===== config.mk =====
export PLATFORM = sky130hd
export DESIGN_NAME = alu16_seq_flat
export DESIGN_NICKNAME = d
export VERILOG_FILES = /design/src/rtl/alu16_seq_pkg.sv /design/src/rtl/alu16_seq_if.sv /design/src/rtl/alu16_seq.sv /design/src/flat_wrapper.sv
export SDC_FILE = /design/constraint.sdc
export NUM_CORES = 1
export LEC_CHECK = 0
export BUFFER_PORTS_ARGS = -buffer_cell sky130_fd_sc_hd__buf_2
export CORE_UTILIZATION = 45
export DETAILED_ROUTE_END_ITERATION = 8
export PLACE_DENSITY = 0.7
export SKIP_LAST_GASP = 1
export SLEW_MARGIN = 20
export SYNTH_ARGS = -nofsm -noshare
export SYNTH_HDL_FRONTEND = slang
export SYNTH_SLANG_ARGS = --single-unit

===== constraint.sdc =====
create_clock -name clock -period 1.54 [get_ports clock]
set_clock_uncertainty 0.2 [all_clocks]
set_input_delay 0.077 -clock clock [delete_from_list [all_inputs] [get_ports clock]]
set_output_delay 0.077 -clock clock [all_outputs]
set_load 0.1 [all_outputs]

===== src/rtl/alu16_seq_pkg.sv =====
// Shared opcodes, flag indices and state encodings for the 16-bit ALU sequencer.
// Build option ALU16_SEQ_FAST_INCDEC_EN is consumed in alu16_seq.sv.
package alu16_seq_pkg;

  localparam logic [4:0] ALU_ADD   = 5'd0;
  localparam logic [4:0] ALU_ADC   = 5'd1;
  localparam logic [4:0] ALU_PASS0 = 5'd16;

  localparam logic ALU_SIZE_8  = 1'b0;
  localparam logic ALU_SIZE_16 = 1'b1;

  // Flag vectors are packed ZNHC, MSB first.
  localparam int unsigned F_Z = 3;
  localparam int unsigned F_N = 2;
  localparam int unsigned F_H = 1;
  localparam int unsigned F_C = 0;

  typedef enum logic [1:0] {
    OP16_ADD   = 2'd0,
    OP16_INC   = 2'd1,
    OP16_DEC   = 2'd2,
    OP16_ADDSP = 2'd3
  } op16_e;

  typedef enum logic [1:0] {
    S16_IDLE = 2'd0,
    S16_LOW  = 2'd1,
    S16_HIGH = 2'd2,
    S16_DONE = 2'd3
  } state16_e;

  // Second operand as {b_hi, b_lo}; INC/DEC become +1 / +(-1) through the adder.
  function automatic logic [15:0] b_operand(op16_e op, logic [15:0] b);
    case (op)
      OP16_ADD:   return b;
      OP16_INC:   return 16'h0001;
      OP16_DEC:   return 16'hFFFF;
      OP16_ADDSP: return {{8{b[7]}}, b[7:0]};
      default:    return b;
    endcase
  endfunction

endpackage


===== src/rtl/alu16_seq_if.sv =====
// Bus between control unit / 8-bit ALU (master) and the 16-bit sequencer (slave).
interface alu16_seq_if;
  logic        start;
  logic [1:0]  op16;
  logic [15:0] a_in;
  logic [15:0] b_in;
  logic [3:0]  flags_in;
  logic        busy;
  logic        done;
  logic [15:0] result;
  logic [3:0]  flags_out;
  logic [4:0]  alu_op;
  logic [7:0]  alu_data0;
  logic [7:0]  alu_data1;
  logic [3:0]  alu_flags;
  logic        alu_size;
  logic [7:0]  alu_res;
  logic [3:0]  alu_res_flags;

  modport master (
    output start, op16, a_in, b_in, flags_in, alu_res, alu_res_flags,
    input  busy, done, result, flags_out,
           alu_op, alu_data0, alu_data1, alu_flags, alu_size
  );

  modport slave (
    input  start, op16, a_in, b_in, flags_in, alu_res, alu_res_flags,
    output busy, done, result, flags_out,
           alu_op, alu_data0, alu_data1, alu_flags, alu_size
  );
endinterface


===== src/rtl/alu16_seq.sv =====
// Game Boy 16-bit arithmetic as two 8-bit ALU passes (ADD low, ADC high).
// Define ALU16_SEQ_FAST_INCDEC_EN to run INC/DEC on a local adder in one cycle.
module alu16_seq
  import alu16_seq_pkg::*;
(
  input  logic       clock,
  input  logic       reset_n,
  alu16_seq_if.slave bus
);

  state16_e    state_q;
  op16_e       op_q;
  logic [15:0] a_q;
  logic [15:0] b_q;
  logic [3:0]  fl_q;
  logic [7:0]  res_lo_q;
  logic        c_lo_q;
  logic        h_lo_q;
  logic [15:0] result_q;
  logic [3:0]  flags_q;
  logic        busy_q;
  logic        done_q;

  op16_e       op_d;
  logic [15:0] b_d;
  logic [3:0]  flags_d;

  logic [4:0]  alu_op;
  logic [7:0]  alu_data0;
  logic [7:0]  alu_data1;
  logic [3:0]  alu_flags;
  logic        alu_size;

  logic        unused_res_flags;

  assign op_d = op16_e'(bus.op16);
  assign b_d  = b_operand(op_d, bus.b_in);
  assign unused_res_flags = ^{bus.alu_res_flags[F_Z], bus.alu_res_flags[F_N]};

  // Final flags, selected as the high-byte result is captured.
  always_comb begin
    flags_d = fl_q;
    case (op_q)
      OP16_ADD:   flags_d = {fl_q[F_Z], 1'b0, bus.alu_res_flags[F_H], bus.alu_res_flags[F_C]};
      OP16_ADDSP: flags_d = {1'b0, 1'b0, h_lo_q, c_lo_q};
      default:    flags_d = fl_q;
    endcase
  end

  always_ff @(posedge clock or negedge reset_n) begin
    if (!reset_n) begin
      state_q  <= S16_IDLE;
      op_q     <= OP16_ADD;
      a_q      <= '0;
      b_q      <= '0;
      fl_q     <= '0;
      res_lo_q <= '0;
      c_lo_q   <= 1'b0;
      h_lo_q   <= 1'b0;
      result_q <= '0;
      flags_q  <= '0;
      busy_q   <= 1'b0;
      done_q   <= 1'b0;
    end else begin
      done_q <= 1'b0;
      case (state_q)
        S16_IDLE: begin
          if (bus.start) begin
            op_q   <= op_d;
            a_q    <= bus.a_in;
            b_q    <= b_d;
            fl_q   <= bus.flags_in;
            busy_q <= 1'b1;
`ifdef ALU16_SEQ_FAST_INCDEC_EN
            if (op_d == OP16_INC || op_d == OP16_DEC) begin
              result_q <= (op_d == OP16_INC) ? bus.a_in + 16'd1 : bus.a_in - 16'd1;
              flags_q  <= bus.flags_in;
              done_q   <= 1'b1;
              state_q  <= S16_DONE;
            end else begin
              state_q <= S16_LOW;
            end
`else
            state_q <= S16_LOW;
`endif
          end
        end
        S16_LOW: begin
          res_lo_q <= bus.alu_res;
          c_lo_q   <= bus.alu_res_flags[F_C];
          h_lo_q   <= bus.alu_res_flags[F_H];
          state_q  <= S16_HIGH;
        end
        S16_HIGH: begin
          result_q <= {bus.alu_res, res_lo_q};
          flags_q  <= flags_d;
          done_q   <= 1'b1;
          state_q  <= S16_DONE;
        end
        S16_DONE: begin
          busy_q  <= 1'b0;
          state_q <= S16_IDLE;
        end
        default: state_q <= S16_IDLE;
      endcase
    end
  end

  // ALU drive is a pure decode of the current pass; idle passes flags through.
  always_comb begin
    alu_op    = ALU_PASS0;
    alu_data0 = '0;
    alu_data1 = '0;
    alu_flags = bus.flags_in;
    alu_size  = ALU_SIZE_8;
    case (state_q)
      S16_LOW: begin
        alu_op    = ALU_ADD;
        alu_data1 = a_q[7:0];
        alu_data0 = b_q[7:0];
        alu_flags = fl_q;
        alu_size  = ALU_SIZE_16;
      end
      S16_HIGH: begin
        alu_op    = ALU_ADC;
        alu_data1 = a_q[15:8];
        alu_data0 = b_q[15:8];
        alu_flags = {fl_q[F_Z], 1'b0, 1'b0, c_lo_q};
        alu_size  = ALU_SIZE_16;
      end
      default: ;
    endcase
  end

  assign bus.busy      = busy_q;
  assign bus.done      = done_q;
  assign bus.result    = result_q;
  assign bus.flags_out = flags_q;
  assign bus.alu_op    = alu_op;
  assign bus.alu_data0 = alu_data0;
  assign bus.alu_data1 = alu_data1;
  assign bus.alu_flags = alu_flags;
  assign bus.alu_size  = alu_size;

endmodule


===== src/flat_wrapper.sv =====
// flat-port wrapper written by rule: the top's interface ports become plain ports
module alu16_seq_flat import alu16_seq_pkg::*;
  (clock, reset_n, bus_start, bus_op16, bus_a_in, bus_b_in, bus_flags_in, bus_alu_res, bus_alu_res_flags, bus_busy, bus_done, bus_result, bus_flags_out, bus_alu_op, bus_alu_data0, bus_alu_data1, bus_alu_flags, bus_alu_size);
  alu16_seq_if bus_i ();
  input  logic clock;
  input  logic reset_n;
  input wire logic [$bits(bus_i.start)-1:0] bus_start;
  input wire logic [$bits(bus_i.op16)-1:0] bus_op16;
  input wire logic [$bits(bus_i.a_in)-1:0] bus_a_in;
  input wire logic [$bits(bus_i.b_in)-1:0] bus_b_in;
  input wire logic [$bits(bus_i.flags_in)-1:0] bus_flags_in;
  input wire logic [$bits(bus_i.alu_res)-1:0] bus_alu_res;
  input wire logic [$bits(bus_i.alu_res_flags)-1:0] bus_alu_res_flags;
  output wire logic [$bits(bus_i.busy)-1:0] bus_busy;
  output wire logic [$bits(bus_i.done)-1:0] bus_done;
  output wire logic [$bits(bus_i.result)-1:0] bus_result;
  output wire logic [$bits(bus_i.flags_out)-1:0] bus_flags_out;
  output wire logic [$bits(bus_i.alu_op)-1:0] bus_alu_op;
  output wire logic [$bits(bus_i.alu_data0)-1:0] bus_alu_data0;
  output wire logic [$bits(bus_i.alu_data1)-1:0] bus_alu_data1;
  output wire logic [$bits(bus_i.alu_flags)-1:0] bus_alu_flags;
  output wire logic [$bits(bus_i.alu_size)-1:0] bus_alu_size;
  assign bus_i.start = bus_start;
  assign bus_i.op16 = bus_op16;
  assign bus_i.a_in = bus_a_in;
  assign bus_i.b_in = bus_b_in;
  assign bus_i.flags_in = bus_flags_in;
  assign bus_i.alu_res = bus_alu_res;
  assign bus_i.alu_res_flags = bus_alu_res_flags;
  assign bus_busy = bus_i.busy;
  assign bus_done = bus_i.done;
  assign bus_result = bus_i.result;
  assign bus_flags_out = bus_i.flags_out;
  assign bus_alu_op = bus_i.alu_op;
  assign bus_alu_data0 = bus_i.alu_data0;
  assign bus_alu_data1 = bus_i.alu_data1;
  assign bus_alu_flags = bus_i.alu_flags;
  assign bus_alu_size = bus_i.alu_size;
  alu16_seq u_core (.clock(clock), .reset_n(reset_n), .bus(bus_i));
endmodule

==> impl_metrics.json <==
{
  "status": "finished, violations left",
  "violations": "negative setup slack",
  "hold_ws_ns": 0.2649,
  "synth_top_cell_by_area": "dfrtp_1",
  "numCtsBuffers": 9,
  "fmax_mhz": 465.0,
  "wl_met3_um": 480,
  "fin_util": 0.8403,
  "ys_seq_area_frac": 0.5553,
  "fin_tns_setup_ns": -19.27,
  "cts_root_buffer": "clkbuf_8",
  "top_layer_used": "met4",
  "grt_pass1_wl_mm": 14.75,
  "start_util": 0.4723,
  "postRouteAntennaNets": 0,
  "path_clk_slew_ns": 0.08,
  "die_w_um": 86.91,
  "dr.first_iter.drc_count": 191,
  "endpoint_kind": "primary output",
  "drive_above_1_share": 0.5030,
  "grt_pass1_vias": 2977,
  "cts_tree": "yes",
  "start_kind": "register",
  "hold_viol": 0,
  "drc": 0,
  "finalSetupViolations": 80,
  "syn_inst": 303,
  "synth.avg_cell_area_um2": 10.71,
  "cts.sinks": 72,
  "ios": 101,
  "layout_setup_ws_ns": -0.6107,
  "hpwl_mm": 5.527,
  "groute.usage.overall": 0.2591,
  "grt_overflow_total": 0,
  "ys_ff_latch": 72,
  "hp-class": "input port to register",
  "dr_total_vias": 3150,
  "finalMaxSlewViolations": 0,
  "die_area_mm2": 0.007553,
  "register_area_mm2": 0.001803,
  "grt_max_degree": 37,
  "die_h_um": 86.91,
  "clockBufferDepth": 2,
  "wl_met1_mm": 4.716,
  "globalplace.congestion": 0.7842,
  "antenna_found_initial": 0,
  "final_nets": 551,
  "core_mm2": 0.006869,
  "rr_worst_depth": 6,
  "yosysUniqueCellTypes": 35,
  "dr_wl_met2_mm": 6.398,
  "num_rows": 30,
  "htreeDepth": 3,
  "worstSkewPairLatency_ns": 0.36,
  "avgRoutedWirePerCell_um": 20.05,
  "cp.arrival_ns": 1.87,
  "cap_violations": 0,
  "worst_ep_required_time_ns": 1.26,
  "min_delay_path_depth": 4,
  "synth_warnings": 0,
  "post-route-period-util": 1.397,
  "viasPerCell": 5.330,
  "rsz0062_at_grt": "true",
  "synth_area_mm2": 0.003244,
  "synth_top_area_frac": 0.5553,
  "multi_input_area_mm2": 0.001652,
  "crit_fanout": 8,
  "num-fill-cells": 364,
  "dp.cells": 500,
  "fin_cells": 591,
  "critPathKind": "register to primary output",
  "wl_mm": 11.85,
  "area_growth_pct": 77.90,
  "synth_area_leaders": "dfrtp_1, nand2_1, mux2_2",
  "post-route-min-period_ns": 2.151,
  "portBuffers": 95,
  "diodes": 0,
  "dr.pass1.iters": 4
}
[stage by stage]
step	area (µm²)	setup slack, ns
floorplan	3322	-0.8105
global placement	4344	-0.1690
detailed placement	4344	-0.2262
CTS	5385	-0.4824
global route	5772	-0.6127
finish	5772	-0.6107
[layer usage]
layer	vias up	track usage
met5	-	0
met2	117	0.4188
li1	1412	-
met3	25	0.05403
met4	0	0.1242
met1	1596	0.3338
[worst paths after layout]
kind,startpoint,end,slack (ns)
worst max-delay path,u_core.state_q[0],bus_alu_data0[0],-0.61
worst min-delay path,bus_a_in[11],u_core.a_q[11],0.26
worst max register to register,u_core.state_q[0],u_core.bus.result[9],-0.34
worst min register to register,u_core.bus.result[13],u_core.bus.result[13],0.30
max in group asynchronous,reset_n,u_core.bus.result[7],0.17
min in group asynchronous,reset_n,u_core.a_q[5],0.49
[kinds of logic after synthesis]
group                      count (synthesis)  share of synthesized area
xor gates and xnor gates                   1                   0.002700
AOI/OAI and AO/OA                         73                     0.1485
and+or+nand+nor                           91                     0.1126
DFF                                       72                     0.5553
other                                      1                   0.001156
adders and majority gates                  8                    0.03085
muxes                                     27                    0.09333
buffers and inverters                     30                    0.05553
[timing repair]
action | 4_1_cts | 5_1_grt
hold endpoints to repair | 133 | 0
pin swaps | 22 | 26
hold buffers | 51 | 0
setup endpoints to repair | 67 | 123
resized for setup | 36 | 68
cloned | 3 | 7
setup buffers | 6 | 12
[registers in the layout, summed over array words and instances, names as in the netlist]
| name | flops |
|---|---|
| u_core.bus.flags_out | 4 |
| u_core.h_lo_q | 1 |
| u_core.res_lo_q | 8 |
| u_core.c_lo_q | 1 |
| u_core.state_q | 2 |
| u_core.bus.result | 16 |
| u_core.b_q | 16 |
| u_core.bus.done | 1 |
| u_core.a_q | 16 |
| u_core.bus.busy | 1 |
| u_core.op_q | 2 |
| u_core.fl_q | 4 |
[worst max-delay path, cell delays in order, from the launching register on]
cell and delay [ns]:
dfrtp_1 0.40, inv_2 0.10, ha_4 0.35, and2_4 0.29, a22o_4 0.19, buf_12 0.17
[Yosys cell counts, drive strengths merged]
cell / n
buf: 19
o211ai: 2
inv: 9
conb: 1
nand3: 1
nand3b: 1
nor3: 1
o21ai: 39
nor2b: 1
and2: 3
a22o: 18
a21boi: 7
dfrtp: 72
mux2i: 1
a22oi: 1
o22ai: 1
a221oi: 2
a21oi: 2
xor2: 1
ha: 8
nor2: 3
mux2: 26
o2bb2ai: 1
clkbuf: 2
nand2b: 1
nand2: 80
[final cells by class]
type,instances,share of cell area
clock inverters,5,0.01778
flip-flops and latches,72,0.3124
clock buffers,11,0.02623
multi-input cells,206,0.2861
well taps,96,0.02081
repair buffers,192,0.3302
inverters,9,0.006503
[cells in the final DEF, fill, tap and decap left out, drive strengths merged, types with 2 or more instances in the layout]
master and count:
dfrtp 72, mux2 26, and2 6, buf 135
a21oi 2, a21boi 7, clkbuf 16, bufinv 3
nand2 80, o211ai 2, dlygate4sd3 51, clkinvlp 2
a22o 18, conb 3, nor2 3, ha 8
inv 8, o21ai 39, a221oi 2
Power is not shown: default switching activity piles up to over one toggle a cycle in this logic, so the estimate is an artifact.
